## src/rtl/wam_pkg.sv

```systemverilog
`default_nettype none
// ---------------------------------------------------------------------------
// wam_pkg : shared sizes, LFSR constants and helpers for the mole generator.
// Revision 1.0
// ---------------------------------------------------------------------------
package wam_pkg;

  localparam int N_HOLES = 8;
  localparam int HOLE_W  = 3;
  localparam int LFSR_W  = 16;

  // Galois taps for x^16 + x^14 + x^13 + x^11 + 1 (right-shifting form)
  localparam logic [LFSR_W-1:0] LFSR_TAPS         = 16'hB400;
  localparam logic [LFSR_W-1:0] LFSR_SEED_DEFAULT = 16'hACE1;

  function automatic logic [3:0] popcount8(input logic [7:0] v);
    logic [3:0] n;
    n = 4'd0;
    for (int i = 0; i < 8; i++) begin
      n = n + {3'b000, v[i]};
    end
    return n;
  endfunction

endpackage
`default_nettype wire

```

## src/rtl/wam_lfsr.sv

```systemverilog
`default_nettype none
// ---------------------------------------------------------------------------
// wam_lfsr : free-running 16-bit Galois LFSR, reloads its seed on reset.
// Revision 1.0
// ---------------------------------------------------------------------------
module wam_lfsr
  import wam_pkg::*;
#(
  parameter logic [LFSR_W-1:0] LFSR_SEED = LFSR_SEED_DEFAULT
) (
  input  logic              clk_19,
  input  logic              rst,
  output logic [LFSR_W-1:0] q
);

  logic [LFSR_W-1:0] lfsr_q;
  logic [LFSR_W-1:0] lfsr_d;

  always_comb begin
    lfsr_d = lfsr_q >> 1;
    if (lfsr_q[0]) begin
      lfsr_d = lfsr_d ^ LFSR_TAPS;
    end
  end

  always_ff @(posedge clk_19) begin
    if (rst) begin
      lfsr_q <= LFSR_SEED;
    end else begin
      lfsr_q <= lfsr_d;
    end
  end

  assign q = lfsr_q;

endmodule
`default_nettype wire

```

## src/rtl/wam_mole.sv

```systemverilog
`default_nettype none
// ---------------------------------------------------------------------------
// wam_mole : spawns moles at pseudo-random holes, expires/clears them, counts hits and misses.
// Revision 1.0
// ---------------------------------------------------------------------------
module wam_mole
  import wam_pkg::*;
#(
  parameter int unsigned       LIFE_TICKS = 96,
  parameter int unsigned       SPAWN_GAP  = 32,
  parameter int unsigned       MAX_MOLES  = 3,
  parameter logic [LFSR_W-1:0] LFSR_SEED  = LFSR_SEED_DEFAULT
) (
  input  logic               clk_19,
  input  logic               rst,
  input  logic               en,
  input  logic [N_HOLES-1:0] hit,
  output logic [N_HOLES-1:0] holes,
  output logic               spawn,
  output logic [7:0]         score,
  output logic [7:0]         miss
);

  localparam logic [7:0] LIFE_INIT = 8'(LIFE_TICKS - 1);
  localparam logic [7:0] GAP_INIT  = 8'(SPAWN_GAP - 1);
  localparam logic [3:0] MAX_CNT   = 4'(MAX_MOLES);

  logic [LFSR_W-1:0]  lfsr;
  logic [HOLE_W-1:0]  idx;
  logic               unused_lfsr_hi;

  logic [N_HOLES-1:0] holes_q, holes_d;
  logic [N_HOLES-1:0] hit_ev, exp_ev;
  logic [7:0]         life_q [N_HOLES];
  logic [7:0]         life_d [N_HOLES];
  logic [7:0]         spawn_cnt_q, spawn_cnt_d;
  logic [7:0]         score_q, score_d;
  logic [7:0]         miss_q, miss_d;
  logic [8:0]         score_sum, miss_sum;
  logic               spawn_q, spawn_ok;

  wam_lfsr #(
    .LFSR_SEED(LFSR_SEED)
  ) u_lfsr (
    .clk_19(clk_19),
    .rst   (rst),
    .q     (lfsr)
  );

  assign idx            = lfsr[HOLE_W-1:0];
  assign unused_lfsr_hi = ^lfsr[LFSR_W-1:HOLE_W];

  // Attempt uses the registered occupancy, before this cycle's hits/expiries land.
  assign spawn_ok = en && (spawn_cnt_q == 8'd0) && !holes_q[idx]
                    && (popcount8(holes_q) < MAX_CNT);

  for (genvar i = 0; i < N_HOLES; i++) begin : g_hole
    logic place;
    logic keep;
    assign place      = spawn_ok && (idx == HOLE_W'(i));
    assign hit_ev[i]  = en && holes_q[i] && hit[i];
    assign exp_ev[i]  = en && holes_q[i] && !hit[i] && (life_q[i] == 8'd0);
    assign keep       = en && holes_q[i] && !hit[i] && (life_q[i] != 8'd0);
    assign holes_d[i] = place || keep;
    assign life_d[i]  = place ? LIFE_INIT : (keep ? life_q[i] - 8'd1 : 8'd0);
  end

  assign spawn_cnt_d = (!en || (spawn_cnt_q == 8'd0)) ? GAP_INIT : spawn_cnt_q - 8'd1;

  assign score_sum = {1'b0, score_q} + {5'd0, popcount8(hit_ev)};
  assign miss_sum  = {1'b0, miss_q} + {5'd0, popcount8(exp_ev)};
  assign score_d   = score_sum[8] ? 8'hFF : score_sum[7:0];
  assign miss_d    = miss_sum[8] ? 8'hFF : miss_sum[7:0];

  always_ff @(posedge clk_19) begin
    if (rst) begin
      holes_q     <= '0;
      spawn_q     <= 1'b0;
      spawn_cnt_q <= GAP_INIT;
      score_q     <= 8'd0;
      miss_q      <= 8'd0;
      for (int i = 0; i < N_HOLES; i++) begin
        life_q[i] <= 8'd0;
      end
    end else begin
      holes_q     <= holes_d;
      spawn_q     <= spawn_ok;
      spawn_cnt_q <= spawn_cnt_d;
      score_q     <= score_d;
      miss_q      <= miss_d;
      for (int i = 0; i < N_HOLES; i++) begin
        life_q[i] <= life_d[i];
      end
    end
  end

  assign holes = holes_q;
  assign spawn = spawn_q;
  assign score = score_q;
  assign miss  = miss_q;

endmodule
`default_nettype wire

```

## config.mk

```make
export PLATFORM = sky130hd
export DESIGN_NAME = wam_mole
export DESIGN_NICKNAME = d
export VERILOG_FILES = /design/src/rtl/wam_pkg.sv /design/src/rtl/wam_lfsr.sv /design/src/rtl/wam_mole.sv
export SDC_FILE = /design/constraint.sdc
export NUM_CORES = 1
export LEC_CHECK = 0
export BUFFER_PORTS_ARGS = -buffer_cell sky130_fd_sc_hd__buf_2
export CAP_MARGIN = 30
export CORE_ASPECT_RATIO = 2
export CORE_MARGIN = 2
export CORE_UTILIZATION = 40
export CTS_BUF_LIST = sky130_fd_sc_hd__clkbuf_2 sky130_fd_sc_hd__clkbuf_4 sky130_fd_sc_hd__clkbuf_8
export DETAILED_ROUTE_END_ITERATION = 12
export SKIP_LAST_GASP = 1
export SYNTH_ARGS = -nofsm -noshare
export SYNTH_HDL_FRONTEND = slang
export SYNTH_HIERARCHICAL = 1
export SYNTH_SLANG_ARGS = --single-unit
```

## constraint.sdc

```tcl
create_clock -name clk_19 -period 5.6 [get_ports clk_19]
set_input_delay 0.56 -clock clk_19 [delete_from_list [all_inputs] [get_ports clk_19]]
set_output_delay 0.56 -clock clk_19 [all_outputs]
set_load 0.05 [all_outputs]
```

---- Yosys cells after proc, flatten, opt, wreduce, memory -nomap -nowiden ----
Memory sizes are Yosys's and may differ from the RTL's.
Index checks and enable logic that the tools add are counted.
cells by class
  equality and inequality tests ........... 7
  add/sub/neg operators ................... 32
  order comparisons ....................... 2
  mux-type cells .......................... 32
  bitwise logic cells ..................... 9
  reductions and logical operators ........ 89
operators with widths
  kind                                                        number
  2-to-1 mux 8 bit                                            26
  logical NOT 8 bit                                           9
  subtractor 8 x 1 -> 8 bit, second input constant            9
  nonzero test 8 bit                                          8
  logical AND 1 bit                                           51
  adder 4 x 1 -> 4 bit                                        12
  adder 8 x 4 -> 9 bit                                        2
  2-to-1 mux 16 bit                                           1
  adder 3 x 1 -> 4 bit                                        3
  == test 3 bit, second input constant                        4
  logical NOT 1 bit                                           10
  adder 2 x 1 -> 3 bit                                        3
  logical OR 1 bit                                            9
  bitwise OR 1 bit                                            8
  adder 1 x 1 -> 2 bit                                        3
  == test 3 x 2 -> 1 bit, second input constant               2
  less-than comparator 3 x 4 -> 1 bit, second input constant  1
  less-than comparator 4 x 2 -> 1 bit, second input constant  1
  2-to-1 mux 1 bit                                            4
  inverter 3 -> 4 bit                                         1
  binary-select mux 1 bit (select 3 bit)                      1
  == test 3 x 1 -> 1 bit, second input constant               1
  logical NOT 3 bit                                           1
  OR reduction 2 bit                                          1
storage, ports and cells
  memories ................................ 1
  register bits after elaboration ......... 49
  bits in writable memories ............... 64
  word-level logic and storage cells ...... 178
memories
  memory  depth  bits a word  read ports  clocked after memory_dff  write ports  line            source
  life_q  8      8            8           0                         8            wam_mole.sv:34  logic [7:0] life_q [N_HOLES];

---- Depth between registers and ports, before layout ----
Gate-level depths: netlist (run 1).
  depth in word-level cells ............... 12
  mapped depth ............................ 16
  gate-level depth less buffers ........... 16

---- By module ----
Netlist (run 1), hierarchy kept.
by module, submodules not included
  module    sequential area each (sq um)  instances  area an instance (sq um)  cells an instance
  wam_mole  1,941.9                       1          4,998.5                   566
  wam_lfsr  320.3                         1          560.5                     49

---- Worst setup path before layout (run 1) ----
OpenSTA, ideal clock, no wires.
  path type ............................... register to register
  start point ............................. memory life_q[0][5]
  end point ............................... register miss_q[7] (netlist: miss[7])
  path slack .............................. 980 ps
  arrival time ............................ 4,505 ps
  required time ........................... 5,485 ps
  buffers on the path ..................... 0
  library setup time ...................... 115 ps
  clock period less this slack ............ 4,620 ps
  stages on the path, launching flop included .. 15
  cell sequence ........................... dfxtp_1 -> or4_4 -> or4b_4 -> nor3_1 -> fa_1 -> inv_1 -> fa_1 -> inv_1 -> fa_1 -> fa_1 -> fa_1 -> a21o_1 -> a21oi_1 -> a41oi_1 -> o21a_1
RTL lines
  what                  line            source
  from (decl)           wam_mole.sv:34
  to (signal assigned)  wam_mole.sv:90  miss_q <= miss_d;
  to (decl)             wam_mole.sv:38  logic [7:0] miss_q, miss_d;

==> results of run 1 <==
-- sequential cells by signal, summed over array words and instances, names as in the netlist --
register     cells
score            8
u_lfsr/q        16
life_q          64
holes            8
spawn_cnt_q      8
spawn            1
miss             8
-- cell type report --
| type | instances | area (µm²) | share of cell area |
|---|---|---|---|
| clock inverters | 14 | 133 | 0.0215 |
| flip-flops and latches | 113 | 2260 | 0.367 |
| inverters | 43 | 161 | 0.0262 |
| multi-input cells | 436 | 2990 | 0.486 |
| clock buffers | 18 | 241 | 0.0392 |
| well taps | 155 | 194 | 0.0315 |
| repair buffers | 35 | 175 | 0.0284 |
-- layer usage --
metal | share of wire | track usage | up-vias
met5 | 0 | 0 | -
met4 | 0.029 | 0.0727 | 0
met3 | 0.035 | 0.0438 | 22
met2 | 0.55 | 0.326 | 75
met1 | 0.39 | 0.176 | 2074
li1 | - | - | 2175
-- per-stage QoR --
| stage | power [W] | util |
|---|---|---|
| after floorplan | 0.000854 | - |
| after global placement | 0.000863 | 0.430 |
| after detailed placement | 0.000864 | 0.430 |
| after CTS | 0.00159 | 0.458 |
| after global routing | 0.00163 | 0.458 |
| final | 0.00157 | 0.458 |
-- final timing paths --
| path | startpoint | endpoint | slack, ps | cells after the start |
|---|---|---|---|---|
| hold / removal | spawn_cnt_q[0] | spawn_cnt_q[0] | 400 | 1 |
| setup / recovery | life_q[0][5] | miss[7] | 800 | 14 |
| hold reg to reg | spawn_cnt_q[0] | spawn_cnt_q[0] | 400 | 1 |
| setup reg to reg | life_q[0][5] | miss[7] | 800 | 14 |
-- power by group --
group          internal (W)  switching (W)   total, W
registers          0.000812     0.00000465   0.000816
clock network      0.000360       0.000362   0.000721
logic             0.0000121      0.0000162  0.0000283
==> results.py, run 1 <==
metrics = {
    "detailed_routing": {
        "vias": 4346,
        "wl_per_cell_um": 14.5,
        "drc": 0,
        "firstDrtPassIters": 4,
        "wirelength_mm": 11.8,
        "vias_per_cell": 5.34,
        "drtIter0Drc": 125,
        "detail-route-antenna-nets": 0,
    },
    "clocking": {
        "cts-root-buf": "clkbuf_8",
        "numCtsBuffers": 17,
        "path_clk_slew_ps": 80,
        "cts-hold-fix-buffers": 0,
        "clk_path_buf_depth": 2,
        "cts_resized": 0,
        "cts_setup_buffers": 0,
        "clock_latency_ps": 440,
        "htreeDepth": 4,
        "cts_num_sinks": 113,
        "cts_tree": "yes",
    },
    "placed_design": {
        "dpl.cell_count": 782,
        "place_ws_ps": 740,
        "gp_congestion": 0.848,
        "io_buffer_count": 35,
        "hpwl_mm": 9.04,
        "dpl_cell_area_um2": 5780,
    },
    "synthesis": {
        "synth_nets": 657,
        "synth_area_um2": 5480,
        "synth_area_per_cell_um2": 9.06,
        "synth_warnings": 6,
        "netlist_instances": 605,
    },
    "die": {
        "coreArea_um2": 13400,
        "num_rows": 60,
        "start_util": 0.408,
        "design.die.area_um2": 14700,
        "die_x_um": 86.8,
        "die_y_um": 170,
        "io_pins": 36,
    },
    "finish": {
        "antennaDiodeCount": 0,
        "n_fill_cell": 1319,
        "final_cell_mix": "dfxtp_1, nand2_1, nor2_1",
        "drive_above_1_share": 0.120,
        "stdcell_area_um2": 6160,
        "fin_cells": 814,
        "nets": 698,
        "syn_to_final_growth_pct": 12.3,
        "final_common_cell": "dfxtp_1",
    },
    "grt": {
        "grt_pass1_wl_mm": 20.2,
        "grt_pass1_vias": 4429,
        "track_usage": 0.174,
        "grt_max_degree": 37,
        "grt-ovfl-total": 0,
        "antenna_found_initial": 0,
    },
    "sta": {
        "slew_violations": 0,
        "setup_ws_ps": 801,
        "hold_viol_final": 0,
        "setup-tns-final_ps": 0,
        "fin_crit_ps": 4800,
        "worst_pin_slew_ps": 655,
        "max-slew-margin-rel": 0.563,
        "rsz0062_at_grt": "no",
        "setup_viol": 0,
        "holdWs_ps": 401,
        "fin_crit_sh": 0.857,
        "skew_ps": 18.5,
        "fmax_ghz": 0.208,
    },
    "run_status": {
        "outcome": "finished clean",
    },
    "job": {
        "maxCapViolCount": 0,
    },
    "pwr": {
        "p_leak_nw": 2.92,
        "p_per_area_nw_per_um2": 254,
        "ir_drop_v": 0.000168,
    },
    "critical_path": {
        "worstPathCellList": "or4_4 > or4b_4 > nor3_1 > fa_1 > inv_1 > fa_1 > inv_1 > fa_1 > fa_1 > fa_1 > a21o_1 > a21oi_1 > a41oi_1 > o21a_1",
        "cp_top_family": "adder cells",
        "criticalPathCategory": "flop to flop",
        "cp.arrival_ps": 5140,
        "end_kind": "flop",
        "crit_buf_inv": 2,
        "slowest_delay_ps": 550,
        "slowest_stage": "or4_4",
        "required_ps": 5940,
        "path_max_fanout": 3,
        "start_kind": "flop",
        "cp_common_cell": "fa_1",
    },
    "min_path": {
        "min_path_type": "flop to flop",
    },
}
Note: power is estimated with default switching activity, not from simulation.
==> run 2: changes to the inputs <==
==> constraint.sdc (replaced) <==
create_clock -name clk_19 -period 5.6 [get_ports clk_19]
set_input_delay 0.28 -clock clk_19 [delete_from_list [all_inputs] [get_ports clk_19]]
set_output_delay 0.28 -clock clk_19 [all_outputs]
set_load 0.05 [all_outputs]
==> run 2 against run 1 <==
Utilization rose by 0.35 points; die area did not move; via count about the same; routed wire length up 0.12%; critical path depth unchanged; cell count stayed put; sequential share of layout area shrank 0.28 points.
==> results.py, run 2 (synthesis gave the netlist of run 1 again) <==
metrics = {
    "sta": {
        "slew_violations": 0,
        "setup-tns-final_ps": 0,
        "skew_ps": 10.9,
        "setup_viol": 0,
        "hold_viol_final": 0,
        "fin_crit_sh": 0.858,
        "fin_crit_ps": 4810,
        "fmax_ghz": 0.208,
        "rsz0062_at_grt": "no",
        "max-slew-margin-rel": 0.584,
        "worst_pin_slew_ps": 618,
    },
    "critical_path": {
        "end_kind": "flop",
        "worst_r2r_endpoint": "miss[4]",
        "path_max_fanout": 3,
        "startpoint": "life_q[0][5]",
        "worstRegToRegCells": 14,
        "endpoint": "miss[4]",
        "cp.arrival_ps": 5150,
        "reg2reg_slack_ps": 790,
        "cp_top_family": "adder cells",
        "timing.rr.start": "life_q[0][5]",
        "crit_buf_inv": 2,
        "path_depth": 14,
        "required_ps": 5940,
        "criticalPathCategory": "flop to flop",
        "slowest_stage": "or4_4",
        "cp_common_cell": "fa_1",
        "start_kind": "flop",
        "slowest_delay_ps": 550,
        "worstPathCellList": "or4_4 > or4b_4 > nor3_1 > fa_1 > inv_1 > fa_1 > inv_1 > fa_1 > fa_1 > fa_1 > a21o_1 > a21oi_1 > nor3_1 > a211oi_1",
    },
    "clocking": {
        "cts-root-buf": "clkbuf_8",
        "numCtsBuffers": 17,
        "cts_num_sinks": 113,
        "htreeDepth": 4,
        "cts_resized": 0,
        "clk_path_buf_depth": 2,
        "cts_setup_buffers": 0,
        "cts-hold-fix-buffers": 0,
        "clock_latency_ps": 440,
        "path_clk_slew_ps": 70,
        "cts_tree": "yes",
    },
    "grt": {
        "grt_pass1_wl_mm": 20.2,
        "antenna_found_initial": 0,
        "track_usage": 0.175,
        "grt_pass1_vias": 4381,
        "grt-ovfl-total": 0,
        "grt_max_degree": 37,
    },
    "die": {
        "coreArea_um2": 13400,
        "io_pins": 36,
        "start_util": 0.408,
        "design.die.area_um2": 14700,
        "num_rows": 60,
        "die_y_um": 170,
        "die_x_um": 86.8,
    },
    "placed_design": {
        "dpl_cell_area_um2": 5780,
        "gp_congestion": 0.812,
        "io_buffer_count": 35,
        "hpwl_mm": 8.91,
    },
    "pwr": {
        "ir_drop_v": 0.000159,
        "p_total_w": 0.00167,
        "p_leak_nw": 2.95,
        "p_per_area_nw_per_um2": 268,
    },
    "finish": {
        "drive_above_1_share": 0.120,
        "multi_input_area_um2": 2990,
        "nets": 698,
        "final_cell_mix": "dfxtp_1, nand2_1, nor2_1",
        "final_common_cell": "dfxtp_1",
        "seq_area_um2": 2260,
        "largest_reg_flops": 64,
        "n_fill_cell": 1294,
        "antennaDiodeCount": 0,
        "largest_register": "life_q",
        "final_util": 0.462,
        "stdcell_area_um2": 6200,
        "syn_to_final_growth_pct": 13.1,
    },
    "run_status": {
        "outcome": "finished clean",
    },
    "detailed_routing": {
        "drtIter0Drc": 176,
        "vias": 4343,
        "drc": 0,
        "detail-route-antenna-nets": 0,
        "wirelength_mm": 11.8,
        "vias_per_cell": 5.34,
        "wl_per_cell_um": 14.5,
        "firstDrtPassIters": 4,
    },
    "job": {
        "maxCapViolCount": 0,
    },
    "min_path": {
        "min_path_type": "primary input to flop",
    },
}
-- run 2: changes by cell type in the layout (fill, tap and decap cells not counted), sizes merged --
| cell | change |
|---|---|
| clkinvlp | -1 |
| bufinv | +3 |
| clkbuf | +2 |
| clkinv | -1 |
| inv | -3 |
-- run 2: layout make-up --
class	count	share of cell area
tap	155	0.0313
clock buffer	20	0.0413
clock inverter	12	0.0266
sequential	113	0.365
inverter	43	0.0260
multi-input combinational	436	0.482
timing repair buffer	35	0.0282
-- run 2: how the worst min path moves through the flow --
| stage | start | endpoint | cells past startpoint |
|---|---|---|---|
| finish | hit[5] | life_q[1][14] | 3 |
| global route | hit[5] | life_q[1][14] | 3 |
| CTS | hit[2] | life_q[0][20] | 4 |
| detailed placement | u_lfsr/q[12] | u_lfsr/q[11] | 1 |
| global placement | spawn_cnt_q[0] | spawn_cnt_q[0] | 1 |
| floorplan | spawn_cnt_q[0] | spawn_cnt_q[0] | 1 |
-- run 2: metal layers --
layer | wire length, µm | vias to the layer above | track usage | share of wire
li1 | - | 2171 | - | -
met1 | 4520 | 2073 | 0.186 | 0.38
met2 | 6440 | 76 | 0.304 | 0.55
met3 | 489 | 23 | 0.0564 | 0.041
met4 | 335 | 0 | 0.0808 | 0.028
met5 | 0 | - | 0 | 0
-- run 2: tightest hold or removal path, delay by kind of cell --
family	cells	cell delay, ps
simple gates	1	110
buf+inv	1	100
compound gates	1	80
-- run 2: metrics by stage --
stage                     instances  setup slack (ps)  hold slack, ps
final                           814               794             195
after global routing            814               516             207
after global placement          782               849             378
after CTS                       814               759             170
after detailed placement        782               772             394
after floorplan                 605               980             367
-- run 2: power by group --
| group | switching (W) | total, W | internal [W] |
|---|---|---|---|
| logic | 0.0000165 | 0.0000286 | 0.0000121 |
| registers | 0.00000506 | 0.000817 | 0.000812 |
| clock network | 0.000326 | 0.000819 | 0.000494 |
==> run 3: changes to the inputs <==
--- a/config.mk
+++ b/config.mk
@@ -5,11 +5,12 @@
 export SDC_FILE = /design/constraint.sdc
 export NUM_CORES = 1
 export LEC_CHECK = 0
+export ABC_AREA = 1
 export BUFFER_PORTS_ARGS = -buffer_cell sky130_fd_sc_hd__buf_2
 export CAP_MARGIN = 30
-export CORE_ASPECT_RATIO = 2
+export CORE_ASPECT_RATIO = 0.8
 export CORE_MARGIN = 2
-export CORE_UTILIZATION = 40
+export CORE_UTILIZATION = 30
 export CTS_BUF_LIST = sky130_fd_sc_hd__clkbuf_2 sky130_fd_sc_hd__clkbuf_4 sky130_fd_sc_hd__clkbuf_8
 export DETAILED_ROUTE_END_ITERATION = 12
 export SKIP_LAST_GASP = 1
==> run 3 against run 2 <==
Register-to-register slack improved by 380 ps; maximum frequency rose by 8.5%; setup slack improved by 380 ps; largest power group unchanged; via count grew 3.1%; critical path type unchanged; sequential cell count is the same; area after synthesis rose by 2.7%; routed wire length down 2.2%.
==> results.py, run 3 <==
metrics = {
    "grt": {
        "grt-ovfl-total": 0,
        "grt_pass1_wl_mm": 19.2,
        "grt_pass1_vias": 4020,
        "grt_max_degree": 29,
        "antenna_found_initial": 0,
        "track_usage": 0.122,
    },
    "synthesis": {
        "synth_area_per_cell_um2": 7.45,
        "synth_area_um2": 5630,
        "synth_warnings": 6,
        "synth_nets": 808,
        "netlist_instances": 756,
    },
    "critical_path": {
        "cp_top_family": "adder cells",
        "crit_buf_inv": 4,
        "cp_common_cell": "fa_1",
        "end_kind": "flop",
        "slowest_delay_ps": 470,
        "worstPathCellList": "inv_1 > ha_1 > nand4_1 > nor2_1 > nand2_1 > nor4_1 > fa_1 > inv_1 > fa_1 > inv_1 > fa_1 > fa_1 > fa_1 > nand3_1 > nand2_1 > nand2_1 > nor2_1 > nand3_1 > nand3_1 > nand2_1 > inv_1",
        "required_ps": 5920,
        "criticalPathCategory": "flop to flop",
        "cp.arrival_ps": 4750,
        "slowest_stage": "fa_1",
        "path_max_fanout": 6,
        "start_kind": "flop",
    },
    "clocking": {
        "cts_num_sinks": 113,
        "clk_path_buf_depth": 2,
        "cts_setup_buffers": 0,
        "cts-root-buf": "clkbuf_8",
        "clock_latency_ps": 430,
        "path_clk_slew_ps": 70,
        "cts_tree": "yes",
        "numCtsBuffers": 17,
        "cts-hold-fix-buffers": 0,
        "htreeDepth": 4,
        "cts_resized": 0,
    },
    "finish": {
        "final_util": 0.358,
        "largest_reg_flops": 64,
        "seq_area_um2": 2260,
        "stdcell_area_um2": 6550,
        "nets": 852,
        "multi_input_area_um2": 2790,
        "drive_above_1_share": 0.0947,
        "largest_register": "life_q",
        "n_fill_cell": 1937,
        "fin_cells": 1066,
        "final_cell_mix": "nand2_1, inv_1, dfxtp_1",
        "final_common_cell": "nand2_1",
        "syn_to_final_growth_pct": 16.3,
        "antennaDiodeCount": 0,
    },
    "die": {
        "design.die.area_um2": 19900,
        "die_x_um": 157,
        "die_y_um": 127,
        "num_rows": 44,
        "coreArea_um2": 18300,
        "start_util": 0.308,
        "io_pins": 36,
    },
    "sta": {
        "fin_crit_sh": 0.791,
        "hold_viol_final": 0,
        "setup_viol": 0,
        "rsz0062_at_grt": "no",
        "setup-tns-final_ps": 0,
        "worst_pin_slew_ps": 827,
        "max-slew-margin-rel": 0.444,
        "skew_ps": 11.4,
        "slew_violations": 0,
        "fin_crit_ps": 4430,
        "fmax_ghz": 0.226,
    },
    "detailed_routing": {
        "vias": 4477,
        "firstDrtPassIters": 5,
        "vias_per_cell": 4.20,
        "wl_per_cell_um": 10.8,
        "detail-route-antenna-nets": 0,
        "wirelength_mm": 11.5,
        "drtIter0Drc": 223,
        "drc": 0,
    },
    "placed_design": {
        "io_buffer_count": 35,
        "dpl.cell_count": 1034,
        "gp_congestion": 0.825,
        "hpwl_mm": 8.67,
        "dpl_cell_area_um2": 6060,
    },
    "job": {
        "maxCapViolCount": 0,
    },
    "pwr": {
        "ir_drop_v": 0.000128,
        "p_total_w": 0.00179,
        "p_leak_nw": 3.44,
        "p_per_area_nw_per_um2": 274,
    },
    "run_status": {
        "outcome": "finished clean",
    },
    "min_path": {
        "min_path_type": "primary input to flop",
    },
}
## run 3: final timing paths
check                startpoint      endpoint  slack, ps  depth (start not counted)
setup / recovery  life_q[0][16]       miss[5]       1170                         21
hold / removal           hit[0]  life_q[0][7]        250                          4
setup reg to reg  life_q[0][16]       miss[5]       1170                         21
hold reg to reg     u_lfsr/q[7]   u_lfsr/q[6]        400                          1
## run 3: final cells by class
cell class,instances,share of cell area
Clock inverter,13,0.0353
Sequential cell,113,0.345
Multi-Input combinational cell,495,0.425
Clock buffer,19,0.0399
Timing Repair Buffer,35,0.0267
Inverter,138,0.0791
Tap cell,253,0.0483
## run 3: metal layers
metal	track usage	vias to the layer above	wire (µm)
li1	-	2426	-
met1	0.170	1998	6080
met2	0.183	46	4920
met3	0.0366	7	416
met4	0.0337	0	104
met5	0	-	0
## run 3: worst reg2reg max path, delay by kind of cell (launching register included)
family | cells | cell delay, ps
flip-flops | 1 | 300
buffers and inverters | 4 | 330
adder cells (fa/ha/maj) | 6 | 2390
AND/OR/NAND/NOR | 11 | 1290
## run 3: report_power, final
group / switching [W] / internal [W] / leakage, nW / total, W
registers: 0.00000506 / 0.000811 / 0.915 / 0.000816
clock network: 0.000350 / 0.000599 / 0.231 / 0.000949
logic: 0.0000186 / 0.00000789 / 2.29 / 0.0000265
## run 3: metrics by stage
stage	hold WS (ps)	setup slack (ps)
final	250	1170
after global routing	256	787
after CTS	229	1150
after detailed placement	389	1190
after global placement	383	1210
after floorplan	359	1440
